===== src/rtl/pair_serial_tx.sv =====
// pair_serial_tx: sends a latched a/b pair as a framed serial word.
// Frame: start(0), a, b, even parity (a^b), stop(1); each symbol lasts
// CLKS_PER_BIT cycles. Line idles high. done pulses for one cycle in
// the first IDLE cycle after the stop symbol.
//
//   state  | meaning
//   IDLE   | line high, ready to accept a pair
//   START  | start symbol (0)
//   BIT_A  | latched a
//   BIT_B  | latched b
//   PARITY | latched a ^ b
//   STOP   | stop symbol (1)
module pair_serial_tx #(
    parameter int CLKS_PER_BIT = 4
) (
    input  logic clk,
    input  logic rst_n,
    input  logic a,
    input  logic b,
    input  logic in_valid,
    output logic in_ready,
    output logic tx,
    output logic busy,
    output logic done
);

    // At least one bit so CLKS_PER_BIT=1 still has a legal counter.
    localparam int CNT_W = (CLKS_PER_BIT > 1) ? $clog2(CLKS_PER_BIT) : 1;
    localparam logic [CNT_W-1:0] LAST = CNT_W'(CLKS_PER_BIT - 1);

    typedef enum logic [2:0] {
        IDLE   = 3'd0,
        START  = 3'd1,
        BIT_A  = 3'd2,
        BIT_B  = 3'd3,
        PARITY = 3'd4,
        STOP   = 3'd5
    } state_t;

    state_t           state;
    logic [CNT_W-1:0] bit_cnt;
    logic             a_q;
    logic             b_q;

    assign in_ready = (state == IDLE);

    // Frame sequencer; tx, busy and done are registered alongside the state.
    always_ff @(posedge clk or negedge rst_n) begin
        if (!rst_n) begin
            state   <= IDLE;
            bit_cnt <= '0;
            a_q     <= 1'b0;
            b_q     <= 1'b0;
            tx      <= 1'b1;
            busy    <= 1'b0;
            done    <= 1'b0;
        end else begin
            done <= 1'b0;
            if (state == IDLE) begin
                bit_cnt <= '0;
                if (in_valid) begin
                    a_q   <= a;
                    b_q   <= b;
                    state <= START;
                    tx    <= 1'b0;
                    busy  <= 1'b1;
                end
            end else if (bit_cnt != LAST) begin
                bit_cnt <= bit_cnt + 1'b1;
            end else begin
                bit_cnt <= '0;
                case (state)
                    START: begin
                        state <= BIT_A;
                        tx    <= a_q;
                    end
                    BIT_A: begin
                        state <= BIT_B;
                        tx    <= b_q;
                    end
                    BIT_B: begin
                        state <= PARITY;
                        tx    <= a_q ^ b_q;
                    end
                    PARITY: begin
                        state <= STOP;
                        tx    <= 1'b1;
                    end
                    default: begin
                        state <= IDLE;
                        tx    <= 1'b1;
                        busy  <= 1'b0;
                        done  <= 1'b1;
                    end
                endcase
            end
        end
    end

endmodule


===== config.mk =====
export PLATFORM = sky130hd
export DESIGN_NAME = pair_serial_tx
export DESIGN_NICKNAME = d
export VERILOG_FILES = /design/src/rtl/pair_serial_tx.sv
export SDC_FILE = /design/constraint.sdc
export NUM_CORES = 1
export LEC_CHECK = 0
export CORE_AREA = 2 2 39 41
export DETAILED_ROUTE_END_ITERATION = 8
export DIE_AREA = 0 0 41 43
export PLACE_DENSITY_LB_ADDON = 0.25
export SYNTH_ARGS = -nofsm -noshare
export SYNTH_HDL_FRONTEND = slang
export SYNTH_SLANG_ARGS = --single-unit

===== constraint.sdc =====
create_clock -name clk -period 1.8 [get_ports clk]
set_input_delay 0.36 -clock clk [delete_from_list [all_inputs] [get_ports clk]]
set_output_delay 0.36 -clock clk [all_outputs]
set_load 0.1 [all_outputs]

== Word-level counts from Yosys, hierarchy flattened ==
Cells that the tools add are included.
Word-level totals
  bits in registers: 10
  latch bits: 0
  memory bits (writable): 0
  bits in read-only memories: 0
  memories: 0
Cells by class
  add/subtract/negate cells: 1
  $mul: 0
  div/mod/pow operators: 0
  order comparisons: 0
  equal/unequal tests: 8
  shifts and indexed selects: 0
  mux-type cells: 17
  bitwise operators: 1
  reductions and logical operators: 5
Operators with widths (number)
  $pmux W3 S4: 1
  $mux W1: 10
  $mux W3: 3
  $eq A3 B2 Y1 const B: 2
  $ne A2 B2 Y1 const B: 3
  $mux W2: 2
  $reduce_and A2 Y1: 2
  $reduce_or A4 Y1: 1
  $eq A3 B1 Y1 const B: 1
  $eq A3 B3 Y1 const B: 1
  $logic_not A3 Y1: 1
  $pmux W1 S3: 1
  $reduce_and A3 Y1: 1
  $add A2 B1 Y2 const B: 1
  $ne A2 B1 Y1 const B: 1
  $xor A1 B1 Y1: 1

== Depth between registers and ports, before layout ==
Gate-level depths: netlist of run 1.
  word-level depth: 5
  depth in mapped cells: 4
  mapped depth without buffers: 4

== Worst setup path after synthesis of run 1 ==
No wires, ideal clock.
  kind: reg2out
  start point: register state[1]
  end point: output port in_ready
  arrival: 2700 ps
  data required time: 1440 ps
  path slack: -1260 ps
  cell stages (with the launch flop): 3
  buffers on the path: 1
  cells stage by stage: dfrtp_1 -> buf_2 -> nor3_1
Between the ends
  word-level cells in the longest chain between the ends: 1
Ends and longest elaborated chain
  from (decl): RTL line 40  | state_t state;
  from (signal assigned): RTL line 50  | state <= IDLE;
  from (signal assigned): RTL line 64  | state <= START;
  from (signal assigned): RTL line 74  | state <= BIT_A;
  $logic_not A3 Y1: RTL line 45  | assign in_ready = (state == IDLE);
  to (decl): RTL line 21  | output logic in_ready,
No other way between the ends.

== Worst setup path after layout of run 1 ==
  start point: register state[0]
  end point: output port in_ready
Same word-level chain as after synthesis.

==> flow_summary_export.csv, run 1 <==
group,metric,value,unit
global_route,gr-total-overflow,0,
sta,finalSetupViolCount,0,
synthesis,synth_edf_count,0,
synthesis,yosysWarnings,0,
clock_tree,ctsHoldBuffers,0,
clock_tree,clk_pin_slew,0.07,ns
layout,multi_input_area,216,um2
synthesis,yosysSeqAreaShare,51.9,%
layout,ff_latch_area,251,um2
worst_setup_path,critPathRequiredTime,1.44,ns
placed_design,globalplace.congestion,0.774,
worst_setup_path,cp-start-kind,"flop",
clock_tree,ctsResizeCount,0,
synthesis,synthTopCellsByArea,"dfrtp_1, mux2_4, dfstp_2, o21ai_0, or4b_4",
synthesis,yosysTopAreaCellShare,46.5,%
die,die_area,1760,um2
synthesis,syn_area,484,um2
synthesis,ys_types,25,
worst_setup_path,cp-end-kind,"output port",
flow_run,max_cap_viol_count,0,
clock_tree,post_cts_buffers,0,
global_route,grt_first_pass_wirelength,1580,um
die,num_rows,14,
global_route,grt_max_degree,11,
sta,slew_violations,0,
synthesis,synth_commonest_cells,"dfrtp_1, inv_1, o21ai_0",
sta,fin_crit_sh,92.5,%
synthesis,avgSynthCellArea,11.8,um2
layout,syn_to_final_growth,34.9,%
sta,hold_viol_final,0,
placed_design,io_buffers,8,
worst_setup_path,rrSetupSlack,0.27,ns
global_route,grtUsageMet3,6.28,%
routing,drt-pass1-iter-count,4,
sta,fmax,600,MHz
clock_tree,clockRootBuffer,"clkbuf_4",
sta,finalClockSkew,0.00844,ns
clock_tree,htreeDepth,1,
placed_design,place_ws,0.0400,ns
die,die_width,41,um
routing,ant_nets,0,
die,core_area,1380,um2
routing,wl,865,um
global_route,grt_pass1_vias,364,
worst_setup_path,r2r_cells,2,
sta,worst_pin_slew,0.450,ns
worst_setup_path,worstSetupPathType,"flop to output port",
outcome,status,"completed",
clock_tree,cts_tree,"yes",
placed_design,dp_hpwl,639,um
worst_setup_path,reg2reg_from,"state[0]",
die,die_y,43,um
sta,rsz0062_at_grt,"false",
global_route,grtUsageMet2,17.5,%
routing,drt-initial-drc-count,4,
global_route,track_usage,13.7,%
layout,fin_nets,59,
sta,period_needed,1.67,ns
clock_tree,worstSkewPairLatency,0.27,ns
sta,fin_setup_tns,0,ns
synthesis,ys.flop_type,"dfrtp_1",
die,num_io_pins,9,
min_path,hold_class,"input port to asynchronous set/reset pin",
clock_tree,cts.path.max_buffers,2,
worst_setup_path,cp.arrival,1.31,ns
synthesis,synth.most_common_cell,"dfrtp_1",
worst_setup_path,cp_max_fo,10,
sta,max_slew_margin,69.9,%
layout,diodes,0,
global_route,busiest_layer,"met1",
layout,num-fill-cells,129,
routing,drt-wirelength-per-cell,12.7,um
clock_tree,cts.sinks,10,
synthesis,synth_top_area_cell,"dfrtp_1",
synthesis,async_reset_ff_share,100,%
die,initial_core_util,35.0,%
synthesis,netlist_instances,41,
synthesis,synth_seq_cells,10,
layout,layout-drive-gt1-share,28.8,%
routing,vias,343,
synthesis,synth_nets,47,
global_route,antenna_found_initial,0,
worst_setup_path,r2r-end,"b_q",
clock_tree,numCtsBuffers,3,
routing,via_per_inst,5.04,
sta,setup_slack,0.135,ns
global_route,globalRouteMet1Util,18.2,%
routing,drcViolationCount,0,
[critical path, stage by stage, from the launching register on]
cell and delay [ns]:
dfrtp_1 0.50, nor3_4 0.32, buf_12 0.22
[registers in the layout (all words and copies together), names as in the netlist]
signal / flops
done: 1
busy: 1
state: 3
a_q: 1
b_q: 1
bit_cnt: 2
tx: 1
[how the worst max path moves through the flow]
stage / to / depth (start not counted) / slack (ns) / startpoint
5_1_grt: in_ready / 2 / 0.05 / state[0]
2_1_floorplan: in_ready / 2 / 0.12 / state[1]
3_5_place_dp: b_q / 3 / 0.04 / in_valid
3_3_place_gp: a_q / 3 / 0.05 / in_valid
4_1_cts: in_ready / 2 / 0.12 / state[0]
6_report: in_ready / 2 / 0.13 / state[0]
[kinds of logic after synthesis]
group,count (synthesis),share of synthesized area (%)
AOI/OAI and AO/OA,11,15.8
adders and majority gates,1,2.58
buffers and inverters,5,5.68
DFF,10,51.9
muxes,3,8.53
and+or+nand+nor,11,15.5
[cells in the final DEF, fill, tap and decap left out, types with 2 or more instances in the layout]
| master | count |
|---|---|
| a21oi_1 | 2 |
| clkdlybuf4s50_1 | 4 |
| inv_1 | 3 |
| clkbuf_4 | 3 |
| dfrtp_1 | 9 |
| mux2_4 | 2 |
| buf_12 | 4 |
| o21ai_0 | 3 |
| nor2_1 | 2 |
[stage by stage]
| stage | hold slack, ns | std cells | instance area [um2] | utilization [%] |
|---|---|---|---|---|
| after floorplan | 0.0644 | 41 | 495 | - |
| after global placement | 0.431 | 64 | 627 | 45.3 |
| after detailed placement | 0.430 | 64 | 627 | 45.3 |
| after CTS | 0.423 | 68 | 653 | 47.2 |
| after global routing | 0.438 | 68 | 653 | 47.2 |
| final | 0.398 | 68 | 653 | 47.2 |
[layout make-up]
cell class | count | share of cell area (%)
sequential | 10 | 38.5
multi-input combinational | 26 | 33.1
timing repair buffer | 9 | 19.5
clock buffer | 4 | 4.02
tap | 16 | 3.07
inverter | 3 | 1.72
[routing by layer]
layer	wire length, um	share of wire, %	vias up
met3	42	4.9	2
met2	378	44	11
met4	23	2.7	0
met1	420	49	157
li1	-	-	173
met5	0	0	-
Power of run 1 is not shown: default switching activity piles up to over one toggle a cycle in this logic, so the estimate is an artifact.
==> run 2, diff against run 1 <==
--- a/config.mk
+++ b/config.mk
@@ -6,9 +6,10 @@
 export NUM_CORES = 1
 export LEC_CHECK = 0
 export CORE_AREA = 2 2 39 41
+export CTS_CLUSTER_SIZE = 16
 export DETAILED_ROUTE_END_ITERATION = 8
 export DIE_AREA = 0 0 41 43
-export PLACE_DENSITY_LB_ADDON = 0.25
+export PLACE_DENSITY = 0.66
 export SYNTH_ARGS = -nofsm -noshare
 export SYNTH_HDL_FRONTEND = slang
 export SYNTH_SLANG_ARGS = --single-unit
==> flow_summary_export.csv, run 2 (same netlist as run 1, synthesis figures left out) <==
group,metric,value,unit
routing,via_per_inst,5.53,
worst_setup_path,crit_slowest_cell,"dfrtp_1",
routing,drt-pass1-iter-count,4,
clock_tree,ctsResizeCount,0,
global_route,grt_pass1_vias,367,
layout,largest_register_ffs,3,
placed_design,dp_hpwl,694,um
layout,layout-drive-gt1-share,28.8,%
sta,max_slew_margin,69.7,%
placed_design,io_buffers,8,
clock_tree,numCtsBuffers,3,
routing,drt-wirelength-per-cell,13.9,um
routing,drcViolationCount,0,
sta,fin_setup_tns,0,ns
global_route,grt_max_degree,11,
routing,ant_nets,0,
routing,drt-initial-drc-count,6,
layout,multi_input_area,216,um2
die,num_rows,14,
global_route,gr-total-overflow,0,
worst_setup_path,worstSetupPathType,"flop to output port",
sta,fin_crit_sh,94.1,%
clock_tree,cts.sinks,10,
clock_tree,htreeDepth,1,
sta,rsz0062_at_grt,"false",
layout,layout_commonest_cell,"dfrtp_1",
global_route,track_usage,14.6,%
die,die_y,43,um
clock_tree,cts.path.max_buffers,2,
routing,wl,945,um
worst_setup_path,crit_family,"flip-flops",
clock_tree,clk_pin_slew,0.06,ns
global_route,antenna_found_initial,0,
worst_setup_path,crit_chain,"buf_4, nor3_4, buf_12",
worst_setup_path,cp-start-kind,"flop",
sta,period_needed,1.69,ns
worst_setup_path,cp_max_fo,7,
worst_setup_path,critPathBufInv,2,
worst_setup_path,cp-end-kind,"output port",
worst_setup_path,cp.arrival,1.33,ns
sta,finalClockSkew,0.00176,ns
worst_setup_path,critical-path-max-stage-delay,0.43,ns
die,die_area,1760,um2
die,num_io_pins,9,
die,initial_core_util,35.0,%
sta,finalSetupViolCount,0,
layout,diodes,0,
layout,ff_latch_area,251,um2
worst_setup_path,rrSetupSlack,0.27,ns
sta,slew_violations,0,
routing,vias,376,
die,core_area,1380,um2
sta,hold_viol_final,0,
sta,worst_pin_slew,0.454,ns
sta,fmax,591,MHz
layout,final_cell_mix,"dfrtp_1, clkdlybuf4s50_1, buf_12",
placed_design,globalplace.congestion,0.796,
layout,syn_to_final_growth,34.9,%
layout,num-fill-cells,125,
clock_tree,ctsHoldBuffers,0,
clock_tree,clockRootBuffer,"clkbuf_4",
layout,fin_nets,59,
layout,regMostFlops,"state",
layout,reg_top3,"state (3), bit_cnt (2)",
outcome,status,"completed",
clock_tree,post_cts_buffers,0,
clock_tree,cts_tree,"yes",
worst_setup_path,critPathRequiredTime,1.44,ns
min_path,hold_class,"input port to asynchronous set/reset pin",
clock_tree,worstSkewPairLatency,0.27,ns
global_route,grt_first_pass_wirelength,1660,um
die,die_width,41,um
flow_run,max_cap_viol_count,0,
==> run 2: cell counts in the layout (fill, tap and decap cells not counted) <==
Identical to the previous run, type by type.
==> run 2: metrics by stage <==
step	instance area, um2	utilization [%]	cells	hold WS, ns	setup WS [ns]
CTS	653	47.2	68	0.419	0.0871
floorplan	495	-	41	0.0644	0.121
detailed placement	627	45.3	64	0.430	0.0278
finish	653	47.2	68	0.403	0.107
global route	653	47.2	68	0.440	0.0417
global placement	627	45.3	64	0.429	0.0485
==> run 2: layout make-up <==
class	instances	share of cell area [%]
Timing Repair Buffer	9	19.5
Sequential cell	10	38.5
Tap cell	16	3.07
Multi-Input combinational cell	26	33.1
Inverter	3	1.72
Clock buffer	4	4.02
==> run 2: worst paths after layout <==
kind / from / end / depth (start not counted)
min: rst_n / busy / 1
max in group asynchronous: rst_n / tx / 1
max: state[1] / in_ready / 3
max reg2reg: state[0] / a_q / 2
min reg2reg: bit_cnt[0] / bit_cnt[0] / 1
min in group clk: bit_cnt[0] / bit_cnt[0] / 1
==> run 2: metal layers <==
metal	wire [um]	vias up	global-route usage, %	share of wire, %
li1	-	174	-	-
met1	395	187	18.3	42
met2	463	12	20.0	49
met3	56	3	3.66	5.9
met4	29	0	12.0	3.1
met5	0	-	0	0
==> run 2: worst register-to-register path, cell delays in order (launching register included) <==
cell and delay, ns:
dfrtp_1 0.50, or4b_4 0.60, mux2_4 0.31
Power of run 2 is left out for the same reason.
==> run 3, diff against run 2 <==
--- a/config.mk
+++ b/config.mk
@@ -10,6 +10,7 @@
 export DETAILED_ROUTE_END_ITERATION = 8
 export DIE_AREA = 0 0 41 43
 export PLACE_DENSITY = 0.66
+export SKIP_CTS_REPAIR_TIMING = 1
 export SYNTH_ARGS = -nofsm -noshare
 export SYNTH_HDL_FRONTEND = slang
 export SYNTH_SLANG_ARGS = --single-unit
==> results of run 3 <==
The final DEF is identical to that of run 2; final timing and power are the same.
Power of run 3 is left out for the same reason.
